[src/rtl/uart_monitor.sv]
// rtl/uart_monitor.sv - UART command sequencer for the toy MCU: memory load/readback and core run control.
// Owns the memory port whenever the core is stopped; mem_addr always mirrors the internal pointer.
module uart_monitor #(
  parameter int unsigned TIMEOUT = 65535
) (
  input  logic        clk,
  input  logic        rst,
  input  logic        rx_valid,
  input  logic [7:0]  rx_data,
  input  logic        tx_ready,
  output logic        tx_go,
  output logic [7:0]  tx_data,
  output logic        mem_sel,
  output logic        mem_we,
  output logic        mem_re,
  output logic [7:0]  mem_addr,
  output logic [15:0] mem_wdata,
  input  logic [15:0] mem_rdata,
  output logic        cpu_run,
  output logic        cpu_load,
  output logic [7:0]  cpu_pc,
  input  logic        cpu_halted
);

  typedef enum logic [3:0] {
    S_IDLE, S_GET_A, S_GET_H, S_GET_L, S_WR, S_RD, S_RD_W,
    S_TX_H, S_TX_L, S_LOAD, S_RUN, S_TX_ACK
  } state_t;

  localparam logic [7:0] CH_A = 8'h61;
  localparam logic [7:0] CH_W = 8'h77;
  localparam logic [7:0] CH_R = 8'h72;
  localparam logic [7:0] CH_E = 8'h65;
  localparam logic [7:0] CH_S = 8'h73;
  localparam logic [7:0] RSP_UNK  = 8'h3F;
  localparam logic [7:0] RSP_HALT = 8'h48;
  localparam logic [7:0] RSP_STOP = 8'h53;

  state_t      state_q, state_d;
  logic [7:0]  ptr_q, ptr_d;
  logic [15:0] wdata_q, wdata_d;
  logic [7:0]  rd_lo_q, rd_lo_d;
  logic [7:0]  tx_data_q, tx_data_d;
  logic [1:0]  hold_q, hold_d;
  logic [31:0] to_q, to_d;
  logic        mem_we_q, mem_we_d;
  logic        mem_re_q, mem_re_d;
  logic        mem_sel_q, mem_sel_d;
  logic        cpu_run_q, cpu_run_d;
  logic        cpu_load_q, cpu_load_d;
  logic [7:0]  cpu_pc_q, cpu_pc_d;
  logic        halt_prev_q;

  logic tx_state;
  logic halt_edge;
  logic timed_out;

  assign tx_state  = (state_q == S_TX_H) || (state_q == S_TX_L) || (state_q == S_TX_ACK);
  // tx_go stays combinational so a pulse can only coincide with tx_ready=1 in the same cycle.
  assign tx_go     = tx_state && tx_ready && (hold_q == 2'd0);
  assign halt_edge = cpu_halted && !halt_prev_q;
  assign timed_out = (TIMEOUT != 0) && (to_q == TIMEOUT - 32'd1);

  assign tx_data   = tx_data_q;
  assign mem_sel   = mem_sel_q;
  assign mem_we    = mem_we_q;
  assign mem_re    = mem_re_q;
  assign mem_addr  = ptr_q;
  assign mem_wdata = wdata_q;
  assign cpu_run   = cpu_run_q;
  assign cpu_load  = cpu_load_q;
  assign cpu_pc    = cpu_pc_q;

  always_comb begin
    state_d    = state_q;
    ptr_d      = ptr_q;
    wdata_d    = wdata_q;
    rd_lo_d    = rd_lo_q;
    tx_data_d  = tx_data_q;
    hold_d     = (hold_q == 2'd0) ? 2'd0 : hold_q - 2'd1;
    to_d       = to_q + 32'd1;
    mem_we_d   = 1'b0;
    mem_re_d   = 1'b0;
    cpu_run_d  = cpu_run_q;
    cpu_load_d = 1'b0;
    cpu_pc_d   = cpu_pc_q;
    if (tx_go) hold_d = 2'd2;

    case (state_q)
      S_IDLE: begin
        to_d = 32'd0;
        if (rx_valid) begin
          case (rx_data)
            CH_A: state_d = S_GET_A;
            CH_W: state_d = S_GET_H;
            CH_R: begin
              state_d  = S_RD;
              mem_re_d = 1'b1;
            end
            CH_E: begin
              state_d    = S_LOAD;
              cpu_load_d = 1'b1;
              cpu_pc_d   = ptr_q;
            end
            default: begin
              state_d   = S_TX_ACK;
              tx_data_d = RSP_UNK;
            end
          endcase
        end
      end
      S_GET_A, S_GET_H, S_GET_L: begin
        if (rx_valid) begin
          to_d = 32'd0;
          if (state_q == S_GET_A) begin
            ptr_d   = rx_data;
            state_d = S_IDLE;
          end else if (state_q == S_GET_H) begin
            wdata_d[15:8] = rx_data;
            state_d       = S_GET_L;
          end else begin
            wdata_d[7:0] = rx_data;
            mem_we_d     = 1'b1;
            state_d      = S_WR;
          end
        end else if (timed_out) begin
          state_d = S_IDLE;
        end
      end
      S_WR: begin
        ptr_d   = ptr_q + 8'd1;
        state_d = S_IDLE;
      end
      S_RD: begin
        ptr_d   = ptr_q + 8'd1;
        state_d = S_RD_W;
      end
      S_RD_W: begin
        tx_data_d = mem_rdata[15:8];
        rd_lo_d   = mem_rdata[7:0];
        state_d   = S_TX_H;
      end
      S_TX_H: begin
        if (tx_go) begin
          tx_data_d = rd_lo_q;
          state_d   = S_TX_L;
        end
      end
      S_TX_L, S_TX_ACK: begin
        if (tx_go) state_d = S_IDLE;
      end
      S_LOAD: begin
        cpu_run_d = 1'b1;
        state_d   = S_RUN;
      end
      S_RUN: begin
        // A halt edge wins over a simultaneous 's'.
        if (halt_edge) begin
          cpu_run_d = 1'b0;
          tx_data_d = RSP_HALT;
          state_d   = S_TX_ACK;
        end else if (rx_valid && rx_data == CH_S) begin
          cpu_run_d = 1'b0;
          tx_data_d = RSP_STOP;
          state_d   = S_TX_ACK;
        end
      end
      default: state_d = S_IDLE;
    endcase

    mem_sel_d = !cpu_run_d;
  end

  always_ff @(posedge clk or posedge rst) begin
    if (rst) begin
      state_q     <= S_IDLE;
      ptr_q       <= 8'd0;
      wdata_q     <= 16'd0;
      rd_lo_q     <= 8'd0;
      tx_data_q   <= 8'd0;
      hold_q      <= 2'd0;
      to_q        <= 32'd0;
      mem_we_q    <= 1'b0;
      mem_re_q    <= 1'b0;
      mem_sel_q   <= 1'b1;
      cpu_run_q   <= 1'b0;
      cpu_load_q  <= 1'b0;
      cpu_pc_q    <= 8'd0;
      halt_prev_q <= 1'b0;
    end else begin
      state_q     <= state_d;
      ptr_q       <= ptr_d;
      wdata_q     <= wdata_d;
      rd_lo_q     <= rd_lo_d;
      tx_data_q   <= tx_data_d;
      hold_q      <= hold_d;
      to_q        <= to_d;
      mem_we_q    <= mem_we_d;
      mem_re_q    <= mem_re_d;
      mem_sel_q   <= mem_sel_d;
      cpu_run_q   <= cpu_run_d;
      cpu_load_q  <= cpu_load_d;
      cpu_pc_q    <= cpu_pc_d;
      halt_prev_q <= cpu_halted;
    end
  end

endmodule
[config.mk]
export PLATFORM = sky130hd
export DESIGN_NAME = uart_monitor
export DESIGN_NICKNAME = d
export VERILOG_FILES = /design/src/rtl/uart_monitor.sv
export SDC_FILE = /design/constraint.sdc
export NUM_CORES = 1
export LEC_CHECK = 0
export ABC_AREA = 1
export ABC_CLOCK_PERIOD_IN_PS = 3580
export CAP_MARGIN = 20
export CORE_MARGIN = 8
export CORE_UTILIZATION = 44
export CTS_BUF_LIST = sky130_fd_sc_hd__clkbuf_4 sky130_fd_sc_hd__clkbuf_8 sky130_fd_sc_hd__clkbuf_16
export CTS_CLUSTER_DIAMETER = 150
export DETAILED_ROUTE_END_ITERATION = 8
export PLACE_DENSITY = 0.75
export SYNTH_ARGS = -nofsm -noshare
export SYNTH_HDL_FRONTEND = slang
export SYNTH_SLANG_ARGS = --single-unit
export TNS_END_PERCENT = 10
[constraint.sdc]
create_clock -name clk -period 3.58 [get_ports clk]
set_input_delay 0.537 -clock clk [delete_from_list [all_inputs] [get_ports clk]]
set_output_delay 0.537 -clock clk [all_outputs]
set_load 0.005 [all_outputs]
==> results.sh, run 1 <==
export IMPL_rows=38
export IMPL_pre_cts_slack_ns=1.20
export IMPL_leakagePower_uw=0.00277
export IMPL_clock_skew_ns=0.0174
export IMPL_postCtsSetupRepairBufs=0
export IMPL_ctsRootBufferMaster="clkbuf_8"
export IMPL_drcViolationCount=0
export IMPL_relSlewSlack_pct=48.4
export IMPL_synth_common_cells="198 x nand2_1, 91 x dfrtp_1, 78 x nor2_1"
export IMPL_cts_tree="built"
export IMPL_synth_async_reset_ratio_pct=100
export IMPL_ys_types=35
export IMPL_chipWidth_um=120
export IMPL_holdBufCountCts=0
export IMPL_utilization_pct=54.6
export IMPL_yosys_area_top_type="dfrtp_1"
export IMPL_r2r_end="tx_data[6]"
export IMPL_synth_top_area_share_pct=48.2
export IMPL_synth_seq_area_share_pct=48.8
export IMPL_vias=4323
export IMPL_worst_path_max_fanout=11
export IMPL_report_final_hold_viol_count=0
export IMPL_dr_pass1_iters=5
export IMPL_port_buffers=74
export IMPL_rsz0062_at_grt="no"
export IMPL_clk_latency_ns=0.38
export IMPL_cts_buffers_inserted=9
export IMPL_grt_antenna_before_repair=0
export IMPL_min_period_ns=2.64
export IMPL_worst_pin_slew_ns=0.770
export IMPL_wl_per_cell_um=13.5
export IMPL_antenna_cells_inserted=0
export IMPL_dp_cells=843
export IMPL_htreeDepth=3
export IMPL_drt_iter0_drc=253
export IMPL_synth_area_leaders="dfrtp_1 48%, nand2_1 16%, nor2_1 6.2%"
export IMPL_start_util_pct=44.3
export IMPL_io_pins=75
export IMPL_nFillCells=1031
export IMPL_placed_area_um2=5620
export IMPL_post_drt_via_cell_ratio=5.03
export IMPL_ys_warn_count=0
export IMPL_synthesis_nets=667
export IMPL_nNetsFinal=746
export IMPL_hp_class="reg2reg"
export IMPL_fin_tns_setup_ns=0
export IMPL_grt_pass1_wl_um=20100
export IMPL_synth_most_common_cell="nand2_1"
export IMPL_required_ns=3.04
export IMPL_crit_start="state_q[3]"
export IMPL_clkSlewWorstSetupHoldPaths_ns=0.09
export IMPL_critPathCapture="tx_go"
export IMPL_grt_max_degree=37
export IMPL_drive_gt1_share_pct=6.82
export IMPL_cp_end_kind="primary output"
export IMPL_syn_inst=635
export IMPL_fin_crit_sh_pct=73.8
export IMPL_synth_seq_cells=92
export IMPL_gr_usage_all_layers_pct=17.0
export IMPL_setup_viol=0
export IMPL_synth_edf_count=0
export IMPL_area_growth_pct=23.2
export IMPL_wl_um=11600
export IMPL_grt_pass1_vias=4307
export IMPL_ys_flop_type="dfrtp_1"
export IMPL_start_kind="flip-flop"
export IMPL_core_area_um2=10700
export IMPL_maxCapViolations=0
export IMPL_gp_congestion=0.882
export IMPL_dp_hpwl_um=8920
export IMPL_cts_resized_gates=0
export IMPL_worst_setup_path_type="reg2out"
export IMPL_fmax_ghz=0.379
export IMPL_reg2reg_slack_ns=1.36
export IMPL_ant_nets=0
export IMPL_peakVddDrop_uv=371
export IMPL_setup_ws_ns=0.940
export IMPL_clock_path_buffers=2
export IMPL_syn_area_um2=4720
export IMPL_rr_worst_depth=8
export IMPL_power_density_nw_per_um2=640
export IMPL_grt_remaining_overflow=0
export IMPL_die_area_um2=14300
export IMPL_clkSinkCount=92
export IMPL_synth_area_per_cell_um2=7.43
export IMPL_slew_violations=0
export IMPL_final_area_um2=5820
export IMPL_layout_cells_non_filler=859
export IMPL_arrival_ns=2.10
export IMPL_status="finished clean"
export IMPL_reg2reg_from="state_q[3]"
export IMPL_die_y_um=120
[power by group]
part	total (µW)	switching [µW]	leakage, µW	internal, µW
Sequential	1530	209	0.00118	1320
Combinational	1480	810	0.00149	671
Clock	712	372	0.0000983	340
[state kept, by name (all words and copies together), names as in the netlist, named ones only]
name / cells
to_q: 32
mem_wdata: 16
cpu_pc: 8
mem_addr: 8
rd_lo_q: 8
tx_data: 8
state_q: 4
hold_q: 2
cpu_load: 1
halt_prev_q: 1
mem_re: 1
mem_sel: 1
mem_we: 1
[worst min path at each step]
stage,endpoint,slack (ns),depth (start not counted),start
after floorplan,hold_q[0],0.40,1,hold_q[0]
after global placement,hold_q[0],0.42,1,hold_q[0]
after detailed placement,hold_q[0],0.42,1,hold_q[0]
after CTS,hold_q[0],0.44,1,hold_q[0]
after global routing,hold_q[0],0.46,1,hold_q[0]
final,hold_q[0],0.44,1,hold_q[0]
[routing by layer]
layer  global-route usage (%)  wire length [µm]  vias up
met3                     5.40               652       18
li1                         -                 -     2167
met4                     5.62               179        0
met5                        0                 0        -
met1                     20.0              5000     2035
met2                     29.0              5760      103
[cell usage in the layout (no fill, tap or decap), types with 15 or more instances in the layout]
master / count
a21oi_1: 25
clkdlybuf4s50_1: 74
dfrtp_1: 91
inv_1: 71
nand2_1: 198
nand3_1: 30
nor2_1: 78
nor3_1: 15
o21ai_0: 29
o21ai_1: 21
[final cells by class]
class / count / area (µm²) / share of cell area [%]
Inverter: 85 / 320 / 5.51
Tap cell: 140 / 175 / 3.01
Clock buffer: 10 / 138 / 2.37
Clock inverter: 6 / 63.8 / 1.10
Multi-Input combinational cell: 448 / 2050 / 35.2
Sequential cell: 92 / 2300 / 39.6
Timing Repair Buffer: 78 / 771 / 13.2
[metrics by stage]
stage | hold WS (ns) | total power (µW)
2_1_floorplan | 0.403 | 2350
3_3_place_gp | 0.423 | 2980
3_5_place_dp | 0.418 | 3030
4_1_cts | 0.438 | 3760
5_1_grt | 0.463 | 4000
6_report | 0.440 | 3720
[worst max-delay path, cell delays in order, from the launching register on]
cell             delay [ns]
dfrtp_1                0.43
inv_1                  0.07
nand2_1                0.13
nor2_4                 0.27
inv_2                  0.10
a21oi_1                0.19
clkdlybuf4s50_1        0.53
[logic make-up (layout without fill, tap and decap cells)]
kind of cell             Yosys count  count (layout)  share of synthesized area (%)
AO/OA/AOI/OAI                     91              91                           10.9
XOR/XNOR                           3               3                          0.557
adder cells (fa/ha/maj)            3               3                          0.795
buffers and inverters             95             179                           7.85
flip-flops                        92              92                           48.8
AND/OR/NAND/NOR                  351             351                           31.1
(Power assumes the default switching activity.)
==> inputs of run 2 (changes only) <==
Settings changed: ABC_CLOCK_PERIOD_IN_PS 3580 to 2640.
Clock period 3.58 ns to 2.64 ns, I/O delays scaled along.
==> run 2 against run 1 <==
  * Sequential share of layout area hardly changed
  * Design area is essentially flat
  * Cell count up 0.12%
  * Critical path type unchanged
  * Highest routed layer unchanged
  * Non-clock buffer count grew 2
  * Largest cell class unchanged
  * Hold slack lost 0.0075 ns
  * Clock power up 24%
  * Global-route usage down 0.56 points
  * Via count down 0.44%
==> results.sh, run 2 (same netlist as run 1, synthesis figures left out) <==
export IMPL_worst_path_max_fanout=6
export IMPL_fmax_ghz=0.409
export IMPL_wl_um=11400
export IMPL_area_growth_pct=23.4
export IMPL_drive_gt1_share_pct=6.94
export IMPL_whs_ns=0.432
export IMPL_status="finished clean"
export IMPL_comb_power_share_pct=40.5
export IMPL_arrival_ns=2.05
export IMPL_grt_pass1_wl_um=19600
export IMPL_grt_remaining_overflow=0
export IMPL_p_switching_uw=1840
export IMPL_gp_congestion=0.910
export IMPL_min_period_ns=2.44
export IMPL_ctsRootBufferMaster="clkbuf_8"
export IMPL_drcViolationCount=0
export IMPL_cts_tree="built"
export IMPL_clk_latency_ns=0.36
export IMPL_fin_crit_sh_pct=92.5
export IMPL_grt_pass1_vias=4262
export IMPL_antenna_cells_inserted=0
export IMPL_grt_max_degree=63
export IMPL_holdBufCountCts=0
export IMPL_chipWidth_um=120
export IMPL_top_register="to_q"
export IMPL_dr_wl_met2_um=5600
export IMPL_layout_commonest_cell="nand2_1"
export IMPL_worst_setup_path_type="reg2out"
export IMPL_rsz0062_at_grt="no"
export IMPL_hp_class="reg2reg"
export IMPL_cp_end_kind="primary output"
export IMPL_maxCapViolations=0
export IMPL_leakagePower_uw=0.00278
export IMPL_pwr_share_clk_pct=17.8
export IMPL_nNetsFinal=748
export IMPL_clkSinkCount=92
export IMPL_swShare_pct=37.1
export IMPL_wl_per_cell_um=13.3
export IMPL_clock_path_buffers=2
export IMPL_required_ns=2.24
export IMPL_cts_buffers_inserted=9
export IMPL_cts_resized_gates=0
export IMPL_clock_skew_ns=0.00745
export IMPL_post_drt_via_cell_ratio=5.00
export IMPL_dr_pass1_iters=7
export IMPL_placed_area_um2=5630
export IMPL_setup_viol=0
export IMPL_report_final_hold_viol_count=0
export IMPL_fin_tns_setup_ns=0
export IMPL_largest_reg_flops=32
export IMPL_grt_antenna_before_repair=0
export IMPL_core_area_um2=10700
export IMPL_vias=4304
export IMPL_final_cell_mix="198 x nand2_1, 91 x dfrtp_1, 78 x nor2_1, 74 x clkdlybuf4s50_1, 71 x inv_1"
export IMPL_port_buffers=74
export IMPL_start_util_pct=44.3
export IMPL_slew_violations=0
export IMPL_p_int_uw=3110
export IMPL_dp_hpwl_um=8730
export IMPL_start_kind="flip-flop"
export IMPL_htreeDepth=3
export IMPL_ant_nets=0
export IMPL_final_area_um2=5820
export IMPL_top_layer_used="met4"
export IMPL_peakVddDrop_uv=479
export IMPL_rows=38
export IMPL_worst_pin_slew_ns=0.707
export IMPL_route_met3_wl_um=596
export IMPL_die_area_um2=14300
export IMPL_power_density_nw_per_um2=850
export IMPL_gr_usage_all_layers_pct=16.5
export IMPL_postCtsSetupRepairBufs=0
export IMPL_relSlewSlack_pct=52.8
export IMPL_drt_iter0_drc=328
export IMPL_sequentialPowerShare_pct=41.8
export IMPL_wl_met1_um=5070
export IMPL_clkSlewWorstSetupHoldPaths_ns=0.08
export IMPL_die_y_um=120
export IMPL_io_pins=75
## run 2: layout make-up
cell class                 instances  area, µm²
fill                            1021       4830
sequential                        92       2300
multi-input combinational        448       2050
timing repair buffer              80        798
inverter                          85        323
tap                              140        175
clock buffer                      13        166
clock inverter                     2       10.0
## run 2: power groups by stage
stage,combinational [µW],sequential [µW],clock [µW]
2_1_floorplan,1130,2060,0
3_3_place_gp,1980,2080,0
3_5_place_dp,2020,2090,0
4_1_cts,2030,2070,909
5_1_grt,2250,2120,953
6_report,2000,2070,880
## run 2: path summary, 6_finish.rpt
check	startpoint	to	slack [ns]	cells after the start
max	state_q[1]	tx_go	0.20	6
min	hold_q[0]	hold_q[0]	0.43	1
max reg2reg	to_q[0]	to_q[26]	0.83	8
min reg2reg	hold_q[0]	hold_q[0]	0.43	1
max in group asynchronous	rst	to_q[8]	1.42	3
min in group asynchronous	rst	mem_wdata[13]	0.49	2
## run 2: per-layer routing
| layer | vias to the layer above | track usage [%] |
|---|---|---|
| met2 | 93 | 28.1 |
| met4 | 0 | 5.54 |
| li1 | 2177 | - |
| met5 | - | 0 |
| met1 | 2018 | 19.7 |
| met3 | 16 | 4.56 |
## run 2: through the flow
step,total power [µW],worst slack (ns),std cells,utilization (%)
floorplan,3190,1.17,635,-
global placement,4060,0.518,843,52.9
detailed placement,4100,0.420,843,52.9
CTS,5000,0.119,858,54.5
global route,5320,0.0800,860,54.7
finish,4950,0.197,860,54.7
## run 2: critical path, cell delays in order (launching register included)
cell	delay [ns]
dfrtp_1	0.45
nor2_2	0.24
inv_1	0.06
nand2_1	0.12
nand2_1	0.08
a21oi_1	0.19
clkdlybuf4s50_1	0.54
==> inputs of run 3 (changes only) <==
Settings changed: CTS_BUF_LIST sky130_fd_sc_hd__clkbuf_4 sky130_fd_sc_hd__clkbuf_8 sky130_fd_sc_hd__clkbuf_16 to sky130_fd_sc_hd__clkbuf_16.
==> run 3 against run 2 <==
  * Clock power is 28% higher
  * Highest routed layer unchanged
  * Global-route usage is 0.30 points higher
  * Critical endpoint unchanged
  * Cell count is 0.23% lower
  * Flip-flop and latch count stayed put
  * Sequential power hardly changed
==> results.sh, run 3 (same netlist as run 1, synthesis figures left out) <==
export IMPL_relSlewSlack_pct=53.3
export IMPL_die_y_um=120
export IMPL_dr_pass1_iters=5
export IMPL_min_period_ns=2.47
export IMPL_post_drt_via_cell_ratio=4.96
export IMPL_cts_resized_gates=0
export IMPL_worst_pin_slew_ns=0.699
export IMPL_io_pins=75
export IMPL_utilization_pct=55.2
export IMPL_required_ns=2.24
export IMPL_clock_path_buffers=2
export IMPL_holdBufCountCts=0
export IMPL_wl_per_cell_um=13.6
export IMPL_grt_pass1_vias=4274
export IMPL_nFillCells=1025
export IMPL_top_register="to_q"
export IMPL_drive_gt1_share_pct=6.13
export IMPL_report_final_hold_viol_count=0
export IMPL_fmax_ghz=0.405
export IMPL_gp_congestion=0.910
export IMPL_worst_setup_path_type="reg2out"
export IMPL_arrival_ns=2.07
export IMPL_vias=4259
export IMPL_grt_antenna_before_repair=0
export IMPL_slew_violations=0
export IMPL_chipWidth_um=120
export IMPL_setup_viol=0
export IMPL_leakagePower_uw=0.00280
export IMPL_area_growth_pct=24.6
export IMPL_grt_pass1_wl_um=19900
export IMPL_peakVddDrop_uv=521
export IMPL_port_buffers=74
export IMPL_clkSinkCount=92
export IMPL_clk_latency_ns=0.34
export IMPL_gr_usage_all_layers_pct=16.8
export IMPL_grt_remaining_overflow=0
export IMPL_status="finished clean"
export IMPL_setup_ws_ns=0.171
export IMPL_die_area_um2=14300
export IMPL_worst_path_max_fanout=11
export IMPL_clkSlewWorstSetupHoldPaths_ns=0.06
export IMPL_fin_tns_setup_ns=0
export IMPL_whs_ns=0.430
export IMPL_start_kind="flip-flop"
export IMPL_dp_hpwl_um=8730
export IMPL_pre_cts_slack_ns=0.420
export IMPL_hp_class="reg2reg"
export IMPL_nNetsFinal=746
export IMPL_cp_end_kind="primary output"
export IMPL_final_cell_mix="198 x nand2_1, 91 x dfrtp_1, 78 x nor2_1, 74 x clkdlybuf4s50_1, 73 x inv_1"
export IMPL_layout_commonest_cell="nand2_1"
export IMPL_maxCapViolations=0
export IMPL_cts_tree="built"
export IMPL_power_density_nw_per_um2=886
export IMPL_drt_iter0_drc=324
export IMPL_fin_crit_sh_pct=93.5
export IMPL_largest_reg_flops=32
export IMPL_ctsRootBufferMaster="clkbuf_16"
export IMPL_cts_buffers_inserted=9
export IMPL_wl_um=11700
export IMPL_rows=38
export IMPL_antenna_cells_inserted=0
export IMPL_start_util_pct=44.3
export IMPL_grt_max_degree=63
export IMPL_core_area_um2=10700
export IMPL_htreeDepth=3
export IMPL_drcViolationCount=0
export IMPL_rsz0062_at_grt="no"
export IMPL_ant_nets=0
export IMPL_postCtsSetupRepairBufs=0
export IMPL_clock_skew_ns=0.00420
==> run 3: changes by cell type in the layout (fill, tap and decap cells not counted), sizes merged <==
cell,change
inv,+2
clkbuf,-4
buf,-2
clkinv,+2
==> run 3: area by class of cell <==
class	instances	area [µm²]	share of cell area, %
Inverter	85	323	5.49
Timing Repair Buffer	78	783	13.3
Multi-Input combinational cell	448	2050	34.8
Clock buffer	9	225	3.83
Clock inverter	6	25.0	0.425
Sequential cell	92	2300	39.2
Tap cell	140	175	2.98
==> run 3: where the power goes <==
group / internal [µW] / switching, µW
logic: 914 / 1100
clock network: 616 / 516
registers: 1790 / 279
total: 3320 / 1890
==> run 3: path summary, 6_finish.rpt <==
check | end | slack [ns] | from | depth (start not counted)
worst max-delay path | tx_go | 0.17 | state_q[3] | 6
worst min-delay path | hold_q[0] | 0.43 | hold_q[0] | 1
worst max register to register | to_q[26] | 0.80 | to_q[0] | 8
min in group asynchronous | mem_wdata[13] | 0.50 | rst | 2
worst min register to register | hold_q[0] | 0.43 | hold_q[0] | 1
max in group asynchronous | to_q[6] | 1.40 | rst | 3
==> run 3: stage by stage <==
step	cells	power, µW	instance area (µm²)
finish	858	5210	5880
detailed placement	843	4100	5630
global route	858	5580	5880
CTS	858	5260	5880
global placement	843	4060	5630
floorplan	635	3190	4720
==> run 3: critical path, stage by stage (launching register included) <==
cell	delay, ns
dfrtp_1	0.42
inv_1	0.07
nand2_1	0.14
nor2_4	0.26
inv_2	0.09
a21oi_1	0.21
clkdlybuf4s50_1	0.54
==> run 3: per-layer routing <==
| layer | vias to the layer above | global-route usage (%) | wire (µm) |
|---|---|---|---|
| met2 | 74 | 28.7 | 5730 |
| met5 | - | 0 | 0 |
| li1 | 2174 | - | - |
| met4 | 0 | 5.62 | 176 |
| met1 | 1998 | 20.2 | 5230 |
| met3 | 13 | 4.23 | 553 |
